`config.mk`:
```
export PLATFORM = sky130hd
export DESIGN_NAME = grf_wb_port
export DESIGN_NICKNAME = d
export VERILOG_FILES = /design/src/rtl/cpu_defs_pkg.sv /design/src/rtl/grf_wdec.sv /design/src/rtl/grf_wb_port.sv
export SDC_FILE = /design/constraint.sdc
export NUM_CORES = 2
export LEC_CHECK = 0
export BUFFER_PORTS_ARGS = -buffer_cell sky130_fd_sc_hd__buf_4
export CAP_MARGIN = 20
export CORE_UTILIZATION = 60
export CTS_CLUSTER_SIZE = 30
export DETAILED_ROUTE_END_ITERATION = 16
export PLACE_DENSITY = 0.78
export SLEW_MARGIN = 10
export SYNTH_ARGS = -nofsm -noshare
export SYNTH_HDL_FRONTEND = slang
export SYNTH_SLANG_ARGS = --single-unit
```
`constraint.sdc`:
```
create_clock -name clk -period 4.2 [get_ports clk]
set_input_delay 0.42 -clock clk [delete_from_list [all_inputs] [get_ports clk]]
set_output_delay 0.42 -clock clk [all_outputs]
set_load 0.03 [all_outputs]
```
`src/rtl/cpu_defs_pkg.sv`:
```
// cpu_defs_pkg: shared definitions for the single-cycle MIPS datapath.
//   REG_ZERO / REG_RA  : architectural register indices ($0, $31)
//   WD_*               : write-data select encodings (ALU / DM / PC+4)
//   A3_*               : write-address select encodings (rt / rd / $31)
//   PC_RESET_DEFAULT   : PC value after reset
package cpu_defs_pkg;
  localparam logic [4:0]  REG_ZERO = 5'd0;
  localparam logic [4:0]  REG_RA   = 5'd31;

  localparam logic [1:0]  WD_ALU   = 2'b00;
  localparam logic [1:0]  WD_DM    = 2'b01;
  localparam logic [1:0]  WD_PC4   = 2'b10;

  localparam logic [1:0]  A3_RT    = 2'b00;
  localparam logic [1:0]  A3_RD    = 2'b01;
  localparam logic [1:0]  A3_RA    = 2'b10;

  localparam logic [31:0] PC_RESET_DEFAULT = 32'h0000_3000;
endpackage

```
`src/rtl/grf_wdec.sv`:
```
// grf_wdec: write-index decoder for the register file.
//   we_i   : write enable
//   addr_i : write index
//   wen_o  : one-hot per-register write enable, gated by we_i; bit 0 is
//            always 0 because $0 is not a storage element.
module grf_wdec #(
  parameter int ADDR_W = 5,
  localparam int NREG  = 1 << ADDR_W
) (
  input  logic              we_i,
  input  logic [ADDR_W-1:0] addr_i,
  output logic [NREG-1:0]   wen_o
);
  always_comb begin
    wen_o = '0;
    // Starting at 1 keeps the $0 strobe tied low. An X on addr_i makes the
    // compare X, which the if treats as false, so no strobe fires.
    for (int i = 1; i < NREG; i++) begin
      if (addr_i == ADDR_W'(i)) wen_o[i] = we_i;
    end
  end
endmodule

```
`src/rtl/grf_wb_port.sv`:
```
// grf_wb_port: general register file terminating the write-back path.
//   clk, reset_n      : clock, synchronous active-low reset
//   we, a3, wd, pc    : write enable, write index, write data, PC of writer
//   a1/rd1, a2/rd2    : combinational read ports ($0 reads as 0)
//   wr_fire           : 1 for one cycle after a committed write
//   last_pc/a3/wd     : PC, index and data of the most recent committed write
// Build option: define GRF_BYPASS_EN to forward same-cycle write data to
// the read ports; otherwise a same-cycle read returns the old value.
module grf_wb_port
  import cpu_defs_pkg::*;
#(
  parameter int                 DATA_W   = 32,
  parameter int                 ADDR_W   = 5,
  parameter logic [DATA_W-1:0]  PC_RESET = DATA_W'(PC_RESET_DEFAULT)
) (
  input  logic              clk,
  input  logic              reset_n,
  input  logic              we,
  input  logic [ADDR_W-1:0] a1,
  input  logic [ADDR_W-1:0] a2,
  input  logic [ADDR_W-1:0] a3,
  input  logic [DATA_W-1:0] wd,
  input  logic [DATA_W-1:0] pc,
  output logic [DATA_W-1:0] rd1,
  output logic [DATA_W-1:0] rd2,
  output logic              wr_fire,
  output logic [DATA_W-1:0] last_pc,
  output logic [ADDR_W-1:0] last_a3,
  output logic [DATA_W-1:0] last_wd
);
  localparam int NREG = 1 << ADDR_W;
  localparam logic [ADDR_W-1:0] ZERO = ADDR_W'(REG_ZERO);

  logic [DATA_W-1:0] regs_q [NREG];
  logic [NREG-1:0]   wen;
  logic              commit;

  logic              wr_fire_q, wr_fire_d;
  logic [DATA_W-1:0] last_pc_q, last_pc_d;
  logic [ADDR_W-1:0] last_a3_q, last_a3_d;
  logic [DATA_W-1:0] last_wd_q, last_wd_d;

  grf_wdec #(.ADDR_W(ADDR_W)) u_wdec (
    .we_i   (we),
    .addr_i (a3),
    .wen_o  (wen)
  );

  assign commit = we && (a3 != ZERO);

  // Entry 0 is never strobed; the read mux masks it regardless.
  always_ff @(posedge clk) begin
    if (!reset_n) begin
      for (int i = 0; i < NREG; i++) regs_q[i] <= '0;
    end else begin
      for (int i = 0; i < NREG; i++) begin
        if (wen[i]) regs_q[i] <= wd;
      end
    end
  end

  // An X commit falls to the else path: wr_fire drops and last_* hold.
  always_comb begin
    wr_fire_d = 1'b0;
    last_pc_d = last_pc_q;
    last_a3_d = last_a3_q;
    last_wd_d = last_wd_q;
    if (commit) begin
      wr_fire_d = 1'b1;
      last_pc_d = pc;
      last_a3_d = a3;
      last_wd_d = wd;
    end
  end

  always_ff @(posedge clk) begin
    if (!reset_n) begin
      wr_fire_q <= 1'b0;
      last_pc_q <= PC_RESET;
      last_a3_q <= '0;
      last_wd_q <= '0;
    end else begin
      wr_fire_q <= wr_fire_d;
      last_pc_q <= last_pc_d;
      last_a3_q <= last_a3_d;
      last_wd_q <= last_wd_d;
    end
  end

  always_comb begin
    rd1 = (a1 == ZERO) ? '0 : regs_q[a1];
    rd2 = (a2 == ZERO) ? '0 : regs_q[a2];
`ifdef GRF_BYPASS_EN
    // commit already excludes $0, so $0 reads stay 0.
    if (commit && (a1 == a3)) rd1 = wd;
    if (commit && (a2 == a3)) rd2 = wd;
`endif
  end

  assign wr_fire = wr_fire_q;
  assign last_pc = last_pc_q;
  assign last_a3 = last_a3_q;
  assign last_wd = last_wd_q;
endmodule

```
Word level (Yosys, flattened, before mapping)
Memory sizes are Yosys's and may differ from the RTL's.
Cells that the tools add are included.

cells by class
  bitwise gates (word level) = 31
  multiply operators = 0
  equality and inequality tests = 31
  magnitude comparators = 0
  div/mod/pow operators = 0
  muxes and demuxes = 159
  reductions and logical operators = 4
  shifts and indexed selects = 0
  $add $sub $neg = 0

operators by type and width
  cell                  count
  $mux W32              33
  $mux W1               126
  $eq A5 B5 Y1 const B  16
  $eq A5 B4 Y1 const B  8
  $or A1 B1 Y1          31
  $eq A5 B3 Y1 const B  4
  $eq A5 B2 Y1 const B  2
  $logic_not A5 Y1      2
  $eq A5 B1 Y1 const B  1
  $reduce_bool A5 Y1    1
  $logic_and A1 B1 Y1   1

word-level totals
  bits in read-only memories = 0
  RAM bits = 1024
  bits in latches = 0
  bits in registers = 70
  input bits = 82
  memories kept = 1
  logic and storage cells = 230

memory list
  memory  depth  bits a word  rd ports  clocked after memory_dff  wr ports  RTL line           text
  regs_q  32     32           2         0                         32        grf_wb_port.sv:34  logic [DATA_W-1:0] regs_q [NREG];

Logic depth before layout (Yosys ltp)
  depth after elaboration = 6
  gate-level depth with buffers = 9
  mapped depth without buffers = 4

Hierarchy
A second synthesis with hierarchy kept.

second synthesis, totals
  cells, all modules = 3500
  area total of the unflattened synthesis = 54283.3 um^2

modules (own cells, without submodules)
  module       cells each  times used  area an instance (um^2)  seq. area each (um^2)
  grf_wb_port  3452        1           54041.8                  32150.8
  grf_wdec     48          1           241.5                    0.0

Worst setup path after synthesis
Ideal clock, no wire load.

  path kind = in2reg
  from = input port a3[4]
  to = memory regs_q[24][0] (enable)
  path buffers = 1
  data arrival time = 3.198 ns
  stages = 4
  slack = 0.536 ns
  required time = 3.734 ns
  cell sequence = buf_2 > nor2b_1 > nand3_1 > o21ai_0

RTL lines
  item             RTL line           text
  start, declared  grf_wb_port.sv:21  input logic [ADDR_W-1:0] a3,
  end, declared    grf_wb_port.sv:34

Worst setup path after layout
  from = input port a2[0]
  to = output port rd2[0]

on the way
  word-level cells in the longest chain between the ends = 2
  elaborated cells on any way between the ends = 3
  those cells by class = 1 x mux; 1 x reduce/logical; 1 x memory

ends and longest elaborated chain
  item                                                 RTL line           text
  start, declared                                      grf_wb_port.sv:20  input logic [ADDR_W-1:0] a2,
  $mem_v2 Z32 W32 or $logic_not A5 Y1 (tied branches)  n/a
  $mux W32 *                                           grf_wb_port.sv:92  rd2 = (a2 == ZERO) ? '0 : regs_q[a2];
  end, declared                                        grf_wb_port.sv:25  output logic [DATA_W-1:0] rd2,

Mark *: on every way between the ends. The rest lies on a longest branch, timed or not.

==> impl_metrics.sql <==
INSERT INTO impl_metrics (metric_group, metric, value, unit) VALUES
('sta', 'final-max-slew-violation-count', '0', ''),
('clock_tree', 'count_of_clock_tree_sinks', '1062', ''),
('floorplan', 'num_io_pins', '216', ''),
('critical_path', 'crit_path_start', 'a2[0]', ''),
('clock_tree', 'number_of_buffers_on_the_longest_clock_path', '3', ''),
('sta', 'max_clock_freq', '279.0', 'MHz'),
('floorplan', 'core', '85150', 'µm²'),
('place', 'hpwl', '95990', 'µm'),
('clock_tree', 'clk-insertion-delay-late', '0.69', 'ns'),
('critical_path', 'worstReg2RegStart', 'last_pc[26]', ''),
('synth', 'yosysWarningCount', '0', ''),
('grt', 'via_count_of_the_first_global_routing_pass', '37110', ''),
('sta', 'pin_slew_with_the_least_headroom_to_its_limit', '1.209', 'ns'),
('detailed_routing', 'detailroute.via_count', '37590', ''),
('synth', 'seq_area_frac_synth', '60.51', '%'),
('sta', 'maxSlewHeadroom', '19.38', '%'),
('grt', 'grt_first_pass_wirelength', '237000', 'µm'),
('clock_tree', 'ctsHtreeMaxLevel', '3', ''),
('grt', 'grt_max_degree', '79', ''),
('synth', 'synth.distinct_cells', '40', ''),
('synth', 'postSynthCellCount', '3892', ''),
('grt', 'total_congestion_overflow_after_global_routing', '0', ''),
('detailed_routing', 'post-route-drc-count', '0', ''),
('synth', 'post_synth_instance_area', '51550', 'µm²'),
('clock_tree', 'tritoncts.num_buffers', '108', ''),
('sta', 'count_of_endpoints_failing_setup_in_the_final_report', '0', ''),
('synth', 'synth_largest_area_cell', 'edfxtp_1', ''),
('floorplan', 'fp.dieW', '295.1', 'µm'),
('detailed_routing', 'detailedRoute.firstPassIterationCount', '6', ''),
('critical_path', 'cp-end-kind', 'output port', ''),
('detailed_routing', 'post_drt_wl_per_cell', '30.76', 'µm'),
('critical_path', 'critical_path_peak_fanout', '43', ''),
('floorplan', 'floorplan.die_area', '87090', 'µm²'),
('synth', 'synthTopCellsByArea', 'edfxtp_1 (58%), mux2i_1 (12%), mux4_2 (5.6%)', ''),
('power_and_ir_drop', 'cellPowerDensity', '435.1', 'nW/µm²'),
('sta', 'post-route-period-util', '85.35', '%'),
('floorplan', 'chip_height', '295.1', 'µm'),
('detailed_routing', 'routed_via_density', '7.027', ''),
('clock_tree', 'clk_root_buffer_cell', 'clkbuf_16', ''),
('sta', 'timing_hold_violations_final', '0', ''),
('critical_path', 'timing.reg2reg.worst_path_depth', '2', ''),
('power_and_ir_drop', 'ir_worst_vdd', '347.3', 'µV'),
('critical_path', 'setup.worst_path.end', 'rd2[0]', ''),
('sta', 'fin_skew', '0', 'ns'),
('hold_path', 'min_path_type', 'in -> reg', ''),
('detailed_routing', 'detail_route.iter0.violations', '5325', ''),
('cells_and_area', 'nNetsFinal', '4200', ''),
('clock_tree', 'cts_tree', 'yes', ''),
('synth', 'syn_area_per_cell', '13.24', 'µm²'),
('critical_path', 'reg2reg_setup_slack', '3.48', 'ns'),
('sta', 'final.min_clock_period', '3.585', 'ns'),
('run_status', 'run_status', 'complete, no violations', ''),
('sta', 'fin_setup_tns', '0', 'ns'),
('critical_path', 'worstPathArrival', '3.16', 'ns'),
('cells_and_area', 'instances_no_fill', '5350', ''),
('floorplan', 'site_row_count', '107', ''),
('sta', 'hold_slack', '0.01565', 'ns'),
('sta', 'rsz_0062_raised_after_global_routing', 'false', ''),
('power_and_ir_drop', 'p_leak', '21.80', 'nW'),
('synth', 'synth.ff_latch_count', '1062', ''),
('clock_tree', 'clk_pin_slew_worst_paths', '0.06', 'ns'),
('place', 'gpl.final_weighted_congestion', '0.9185', ''),
('grt', 'grt_antenna_before_repair', '6', ''),
('cells_and_area', 'final_area', '58890', 'µm²'),
('critical_path', 'timing.setup.critical_path_class', 'in -> out', ''),
('detailed_routing', 'postRouteWirelength', '164600', 'µm'),
('place', 'port_buffers', '215', ''),
('critical_path', 'critPathLaunchType', 'primary input', ''),
('synth', 'synthDominantCellAreaShare', '57.79', '%'),
('place', 'dp_area', '54960', 'µm²'),
('floorplan', 'floorplan.initialDensity', '60.54', '%'),
('critical_path', 'timing.critical_path.required', '3.78', 'ns'),
('clock_tree', 'post_cts_repair_setup_buffers', '0', ''),
('grt', 'grt_util_all_layers', '37.52', '%'),
('place', 'dpl.cell_count', '5095', ''),
('flow_run', 'cap_violations', '0', ''),
('detailed_routing', 'drt.antenna.violating_nets', '0', ''),
('cells_and_area', 'final_core_util', '69.16', '%'),
('cells_and_area', 'drive_above_1_share', '18.92', '%'),
('synth', 'mappedNetlistNets', '3974', ''),
('critical_path', 'rr_endpoint', 'last_pc[26]', ''),
('cells_and_area', 'flow.area_growth_from_synthesis', '14.25', '%');
## kinds of logic after synthesis
logic type             after synthesis  share of synthesized area (%)
AND/OR/NAND/NOR                   1017                          8.362
buffers and inverters              387                          3.580
multiplexers                       831                          19.42
flip-flops                        1062                          60.51
AO/OA/AOI/OAI                      595                          8.124
## how the worst min path moves through the flow
stage / startpoint / end / slack, ns / cells past startpoint
after detailed placement: last_pc[18] / last_pc[18] / 0.45 / 2
after floorplan: pc[12] / last_pc[12] / 0.54 / 2
after CTS: pc[6] / last_pc[6] / 0.002 / 3
after global routing: wd[23] / last_wd[23] / 0.02 / 3
after global placement: last_pc[22] / last_pc[22] / 0.44 / 2
final: wd[18] / last_wd[18] / 0.02 / 3
## metrics by stage
stage,setup slack [ns],power (mW)
floorplan,0.5359,14.97
global placement,0.6791,16.22
detailed placement,0.7017,16.33
CTS,0.6861,25.52
global route,0.5532,26.19
finish,0.6155,25.63
## final cells by class
| cell class | count | area, µm² |
|---|---|---|
| antenna | 4 | 10.01 |
| clock buffer | 129 | 2781 |
| clock inverter | 65 | 574.3 |
| fill | 5736 | 26260 |
| inverter | 32 | 120.1 |
| multi-input combinational | 2443 | 18740 |
| sequential | 1062 | 31190 |
| tap | 1144 | 1431 |
| timing repair buffer | 471 | 4044 |
## synth_stat cells, drive strengths merged
master / number
a211oi: 34
edfxtp: 992
dfxtp: 70
o21a: 1
buf: 134
or2: 7
and3b: 1
o21ai: 16
inv: 32
nand4b: 1
nand2b: 10
o22ai: 256
nor4: 32
nor3: 161
mux4: 129
nor4b: 1
mux2: 64
nand4: 2
nor3b: 3
nand2: 199
a22oi: 66
clkbuf: 221
mux2i: 638
nor2b: 43
and2: 3
nor2: 545
a31oi: 31
or4: 1
a21oi: 32
nand3: 8
a22o: 31
a221o: 63
a21boi: 65
## power by group
part	switching, mW	internal, mW	total [mW]	leakage [nW]
Clock	4.07	5.26	9.32	1.65
Combinational	2.25	1.33	3.58	10.1
Sequential	0.381	12.3	12.7	10.1
Total	6.70	18.9	25.6	21.8
## worst max-delay path, stage by stage
cell	delay, ns
buf_8	0.40
buf_12	0.36
buf_4	0.35
mux2i_1	0.11
o22ai_1	0.18
nor3_1	0.14
nor4_1	0.72
buf_4	0.23
buf_4	0.15
## cell usage in the layout, fill, tap and decap left out, drive strengths merged, types with 32 or more instances in the layout
cell type / count
o22ai: 256
nor3: 161
nand2: 199
a21oi: 32
a21boi: 65
dlygate4sd3: 57
mux2: 64
a221o: 63
nor2b: 43
inv: 37
mux2i: 638
nor4: 32
mux4: 129
clkinv: 49
nor2: 545
dfxtp: 70
buf: 414
edfxtp: 992
clkbuf: 129
a22oi: 66
a211oi: 34
## repair_timing
| action | CTS | global route |
|---|---|---|
| hold endpoints to repair | 57 | 0 |
| hold buffers | 57 | 0 |
| gates resized for setup | 0 | 0 |
## state kept, by name (all words and copies together), names as in the netlist
signal,count
last_pc,32
wr_fire,1
last_wd,32
regs_q,992
last_a3,5
## metal layers
| layer | vias to the layer above | wire (µm) | global-route usage, % |
|---|---|---|---|
| met2 | 3201 | 73720 | 56.73 |
| li1 | 15410 | - | - |
| met4 | 6 | 8474 | 19.78 |
| met3 | 540 | 24830 | 10.45 |
| met1 | 18440 | 57500 | 49.72 |
| met5 | - | 42 | 0 |
(Power assumes the default switching activity.)
